File: src/rtl/data_mem_be.sv
// data_mem_be: byte-enabled 32-bit data memory with a one-cycle response pipeline
// and an optional post-reset zeroing sweep of every word.
module data_mem_be #(
   parameter int unsigned DEPTH          = 64,
   parameter bit          CLEAR_ON_RESET = 1'b1
) (
   input  logic        clk,
   input  logic        rst,
   input  logic        req_valid,
   output logic        req_ready,
   input  logic        req_we,
   input  logic [1:0]  req_size,
   input  logic        req_unsigned,
   input  logic [31:0] req_addr,
   input  logic [31:0] req_wdata,
   output logic        resp_valid,
   output logic [31:0] resp_rdata,
   output logic        resp_err,
   output logic        init_done
);

   localparam int unsigned AW = $clog2(DEPTH);

   typedef enum logic {INIT, RUN} state_t;

   state_t        r_state;
   logic [AW-1:0] r_init_cnt;
   logic [31:0]   r_mem [DEPTH];
   logic          r_resp_valid;
   logic          r_resp_err;
   logic [31:0]   r_resp_rdata;

   logic          w_accept;
   logic          w_misaligned;
   logic          w_oor;
   logic          w_err;
   logic [AW-1:0] w_idx;
   logic [3:0]    w_be;
   logic [31:0]   w_wlanes;
   logic [31:0]   w_rword;
   logic [31:0]   w_merged;
   logic [7:0]    w_byte;
   logic [15:0]   w_half;
   logic [31:0]   w_load;

   // Outputs are forced low combinationally while rst is high, which also
   // suppresses a response that would otherwise appear during a reset cycle.
   assign req_ready  = (r_state == RUN) && !rst;
   assign init_done  = (r_state == RUN) && !rst;
   assign resp_valid = r_resp_valid && !rst;
   assign resp_err   = r_resp_err && !rst;
   assign resp_rdata = rst ? '0 : r_resp_rdata;

   assign w_accept = req_valid && req_ready;
   assign w_idx    = req_addr[AW+1:2];
   assign w_oor    = |req_addr[31:AW+2];
   assign w_rword  = r_mem[w_idx];

   always_comb begin
      w_misaligned = 1'b0;
      w_be         = '0;
      w_wlanes     = req_wdata;
      case (req_size)
         2'b00: begin
            w_be     = 4'b0001 << req_addr[1:0];
            w_wlanes = {4{req_wdata[7:0]}};
         end
         2'b01: begin
            w_misaligned = req_addr[0];
            w_be         = req_addr[1] ? 4'b1100 : 4'b0011;
            w_wlanes     = {2{req_wdata[15:0]}};
         end
         2'b10: begin
            w_misaligned = |req_addr[1:0];
            w_be         = 4'b1111;
         end
         default: ;
      endcase
      w_err = (req_size == 2'b11) || w_misaligned || w_oor;
   end

   always_comb begin
      w_merged = w_rword;
      for (int unsigned l = 0; l < 4; l++) begin
         if (w_be[l]) w_merged[8*l +: 8] = w_wlanes[8*l +: 8];
      end
   end

   always_comb begin
      case (req_addr[1:0])
         2'b00:   w_byte = w_rword[7:0];
         2'b01:   w_byte = w_rword[15:8];
         2'b10:   w_byte = w_rword[23:16];
         default: w_byte = w_rword[31:24];
      endcase
      w_half = req_addr[1] ? w_rword[31:16] : w_rword[15:0];
      case (req_size)
         2'b00:   w_load = {{24{!req_unsigned && w_byte[7]}}, w_byte};
         2'b01:   w_load = {{16{!req_unsigned && w_half[15]}}, w_half};
         default: w_load = w_rword;
      endcase
   end

   // Storage is never reset so contents survive reset when the sweep is disabled.
   always_ff @(posedge clk) begin
      if (!rst) begin
         if (r_state == INIT) begin
            if (CLEAR_ON_RESET) r_mem[r_init_cnt] <= '0;
         end else if (w_accept && req_we && !w_err) begin
            r_mem[w_idx] <= w_merged;
         end
      end
   end

   always_ff @(posedge clk) begin
      if (rst) begin
         r_state      <= INIT;
         r_init_cnt   <= '0;
         r_resp_valid <= 1'b0;
         r_resp_err   <= 1'b0;
         r_resp_rdata <= '0;
      end else begin
         r_resp_valid <= w_accept;
         r_resp_err   <= w_accept && w_err;
         r_resp_rdata <= (w_accept && !req_we && !w_err) ? w_load : '0;
         case (r_state)
            INIT: begin
               r_init_cnt <= r_init_cnt + 1'b1;
               if (!CLEAR_ON_RESET || (r_init_cnt == AW'(DEPTH - 1))) r_state <= RUN;
            end
            RUN:     r_state <= RUN;
            default: r_state <= INIT;
         endcase
      end
   end

endmodule
File: config.mk
export PLATFORM = sky130hd
export DESIGN_NAME = data_mem_be
export DESIGN_NICKNAME = d
export VERILOG_FILES = /design/src/rtl/data_mem_be.sv
export SDC_FILE = /design/constraint.sdc
export NUM_CORES = 2
export LEC_CHECK = 0
export CORE_UTILIZATION = 25
export CTS_CLUSTER_SIZE = 40
export DETAILED_ROUTE_END_ITERATION = 8
export DONT_BUFFER_PORTS = 1
export PLACE_DENSITY = 0.5
export SYNTH_ARGS = -nofsm -noshare
export SYNTH_HDL_FRONTEND = slang
export SYNTH_SLANG_ARGS = --single-unit
File: constraint.sdc
create_clock -name clk -period 15.6 [get_ports clk]
set_input_delay 1.56 -clock clk [delete_from_list [all_inputs] [get_ports clk]]
set_output_delay 1.56 -clock clk [all_outputs]
set_load 0.005 [all_outputs]
After elaboration in Yosys (flattened, before gate mapping)
Memory sizes are Yosys's and may differ from the RTL's.
Cells that the tools add are included.
Word-level totals
  bits of input ports: 71
  RAM bits: 2048
  memories: 1
  flip-flop bits (word level): 41
  output and inout bits: 36
  logic and storage cells: 63
Cells by class
  shift-type cells: 1
  reduce and logical (&&, ||, !) cells: 23
  bitwise logic cells: 2
  $add $sub $neg: 1
  equality and inequality tests: 6
  multiplexer cells: 24
Memory list
  r_mem: depth 64, width 32, read ports 1, clocked after Yosys merged registers in 0, write ports 1, line 28  | logic [31:0] r_mem [DEPTH];
Operator list (number)
  case mux 32 bit (2 select lines): 2
  2-to-1 mux 32 bit: 2
  2-to-1 mux 8 bit: 4
  OR reduction 32 bit: 1
  case mux 8 bit (3 select lines): 1
  OR reduction 24 bit: 1
  2-to-1 mux 16 bit: 1
  case mux 4 bit (3 select lines): 1
  logical AND 1 bit: 11
  2-to-1 mux 1 bit: 9
  adder 6 x 1 -> 6 bit, second input constant: 1
  equality test 2 bit, second input constant: 3
  equality test 6 bit, second input constant: 1
  2-to-1 mux 6 bit: 1
  equality test 2 x 1 -> 1 bit, second input constant: 2
  zero test 1 bit: 4
  zero test 2 bit: 2
  2-to-1 mux 4 bit: 1
  case mux 1 bit (2 select lines): 2
  OR reduction 2 bit: 2
  << shifter 1 x 2 -> 4 bit, first input constant: 1
  logical OR 1 bit: 2
  NOT 1 bit: 2

Depth between registers and ports, before layout
  depth after elaboration: 12
  depth in mapped cells: 16

Worst setup path before layout
No wires, ideal clock.
  path type: input -> register
  start point: input port req_addr[2]
  end point: memory r_mem[0][21] (data pin)
  required time: 14.832 ns
  data arrival time: 6.419 ns
  slack: 8.413 ns
  library setup time: 0.768 ns
  cell stages on the path: 13
  cells stage by stage: buf_6 > buf_12 > buf_12 > buf_6 > buf_6 > buf_4 > buf_2 > mux4_2 > mux4_2 > mux2i_1 > a21oi_1 > nor2_1 > a311oi_1
Between the ends
  cells in the longest elaborated chain, start to end: 3
RTL lines
  from (decl): line 14  | input logic [31:0] req_addr,
  memory read (64 x 32 bit)
  2-to-1 mux 8 bit: line 85  | if (w_be[l]) w_merged[8*l +: 8] = w_wlanes[8*l +: 8];
  2-to-1 mux 32 bit (no source line)
  to (decl): line 28
No other way between the ends.

Worst setup path after layout
  start point: input port req_addr[2]
  end point: memory r_mem[27][28] (data pin)
Same word-level chain as after synthesis.

==> flow_summary.toml <==
[power]
p_int_w = 0.008980
powerDensity_nw_per_um2 = 119.5
peakVddDrop_mv = 0.07276
power.share.clock_pct = 43.0
swShare_pct = 20.68
leakagePower_nw = 25.10
p_seq_share_pct = 53.8
p_sw_w = 0.002341
power_frac_comb_pct = 3.2

[timing]
fin_crit_ns = 6.830
fmax_mhz = 146.4
setup_ws_ns = 8.770
fin_skew_ns = 0.03717
tightest_slew_ns = 1.317
slew-limit-headroom_pct = 12.22
finalSetupTns_ns = 0
finalCritPeriodShare_pct = 43.78
rsz0062_at_grt = "no"
final_max_slew_viol_count = 0
setup_viol_count_final = 0
final-hold-violation-count = 0

[outcome]
status = "complete, no violations"

[die]
core_area_sq_um = 324500
dieArea_sq_um = 328800
pin_count = 107
initial_core_util_pct = 25.16
die_h_microns = 573.4
rows = 209
die_w_microns = 573.4

[final_layout]
instances_no_fill = 8392
layout_commonest_cell = "edfxtp_1"
final_cell_mix = "2048 x edfxtp_1, 549 x mux4_2, 219 x clkbuf_16"
area_delta_synth_final_pct = 16.00
nFillCells = 31350
nets = 3951
drive_gt1_share_pct = 27.60
postLayoutCellArea_sq_um = 94700

[clock_network]
clock-sinks = 2089
clk_pin_slew_worst_paths_ns = 0.06
cts_buffer_depth = 3
holdBufCountCts = 0
root_buffer = "clkbuf_16"
post_cts_resized = 0
cts_setup_buffers = 0
cts_tree = "yes"
h-tree-depth = 4
cts_buffers = 214
clock_latency_ns = 0.88

[drt]
drt_wl_total_mm = 233.6
vias = 39470
via_per_inst = 4.703
drc = 0
antenna_left = 0
routedWlPerCell_microns = 27.83
dr.pass1.iters = 6
dr.first_iter.drc_count = 4440

[synth]
async_flop_share_pct = 0
synth_edf_count = 2048
syn_nets = 3815
synth_warnings = 0
synth_top_area_share_pct = 75.33
synthFlopType = "edfxtp_1"
yosys-top-cells-area = "edfxtp_1 75%, mux4_2 15%, mux2i_1 1.6%"
synthDistinctLibCells = 62
netlist_instances = 3739
syn_area_sq_um = 81640
synth_area_per_cell_sq_um = 21.83
synth-seq-cells = 2089
synth_seq_area_share_pct = 76.34
synth_top_area_cell = "edfxtp_1"

[job]
max_cap_viol_count = 0

[global_route]
grt_overflow = 0
grt-busiest-layer = "met2"
antenna_found_initial = 17
grt_usage_pct = 13.89
grt_pass1_wl_mm = 322.8
first_global_vias = 39500
gr-usage-met1_pct = 19.11
grt_util_met3_pct = 2.179
use_met2_pct = 21.99
grt_max_degree = 548

[hold_path]
hp-class = "register to register"

[critical_path]
cp.arrival_ns = 7.35
worstPathMaxFanout = 165
cp.required_ns = 16.12
crit_type = "primary input to register"
crit_path_end_kind = "register"
start_kind = "primary input"

[placed_design]
placedCellCount = 7976
numPortBuffers = 0
place_ws_ns = 9.305
post_dp_cell_area_sq_um = 87850
gp_congestion = 0.9243
hpwlAfterDp_mm = 127.1
[worst max-delay path, cell delays in order]
cell	delay, ns
buf_16	0.59
buf_16	0.74
buf_16	0.96
mux4_2	0.61
a22oi_1	0.46
nand3_1	0.16
nand2_1	0.33
nor2_1	0.08
a31oi_1	0.54
a211oi_4	0.13
buf_4	0.28
buf_4	0.39
[layout make-up]
cell class	instances	area, sq um	share of cell area, %
repair buffers	143	1219	1.287
clock buffers	277	5738	6.059
diodes	16	40.04	0.04228
clock inverters	115	865.8	0.9143
flip-flops and latches	2089	62320	65.81
multi-input cells	1415	19060	20.13
well taps	4325	5411	5.714
inverters	12	45.04	0.04756
[power groups by stage]
stage | clock network (W) | registers, W | logic (W)
floorplan | 0 | 0.00621 | 0.000257
global placement | 0 | 0.00621 | 0.000283
global route | 0.00517 | 0.00609 | 0.000380
CTS | 0.00497 | 0.00609 | 0.000284
detailed placement | 0 | 0.00621 | 0.000283
finish | 0.00486 | 0.00609 | 0.000365
[path summary, 6_finish.rpt]
kind / startpoint / end / slack [ns] / cells past startpoint
max: req_addr[2] / r_mem[27][28]$_DFFE_PP_ / 8.77 / 12
min reg2reg: r_init_cnt[0]$_SDFFE_PP0N_ / r_init_cnt[0]$_SDFFE_PP0N_ / 0.59 / 2
max reg2reg: r_state$_SDFF_PP0_ / r_mem[9][5]$_DFFE_PP_ / 10.80 / 10
min: r_init_cnt[0]$_SDFFE_PP0N_ / r_init_cnt[0]$_SDFFE_PP0N_ / 0.59 / 2
[sequential cells by signal, indices dropped and copies added, names as in the netlist]
name	count
r_state	1
r_resp_rdata	32
r_init_cnt	6
r_resp_err	1
r_mem	2048
r_resp_valid	1
[cell usage after synthesis, types with 15 or more instances]
library cell / count
edfxtp_1: 2048
mux4_2: 549
nor2_1: 160
mux2i_1: 131
clkbuf_1: 110
a22oi_1: 96
nand2_1: 80
a21oi_1: 63
buf_4: 48
nor2b_1: 47
dfxtp_1: 41
buf_2: 34
mux2_2: 30
o21ai_0: 30
a31oi_1: 29
a211oi_1: 24
nand3_1: 24
a22o_1: 17
buf_6: 15
[cell families after synthesis]
logic type / after synthesis / share of synthesized area, %
simple gates: 364 / 2.026
mux: 710 / 17.17
fa+ha+maj: 5 / 0.07663
buf+inv: 235 / 1.531
compound gates: 331 / 2.809
flops: 2089 / 76.34
xor+xnor: 5 / 0.05365
[stage by stage]
step                hold WS [ns]  util [%]  power [W]
CTS                       0.5882     29.11    0.01135
global placement          0.5695     27.07   0.006492
floorplan                 0.5276         -   0.006466
finish                    0.5930     29.18    0.01132
global route              0.6125     29.18    0.01164
detailed placement        0.5761     27.07   0.006494
[layer usage]
metal | routed length (microns) | share of wire [%] | vias to the layer above
met5 | 0 | 0 | -
met4 | 8595 | 3.7 | 0
met3 | 14170 | 6.1 | 323
met2 | 111100 | 48 | 1447
met1 | 99690 | 43 | 21630
li1 | - | - | 16070
No activity file was read; power rests on OpenSTA's default activity.
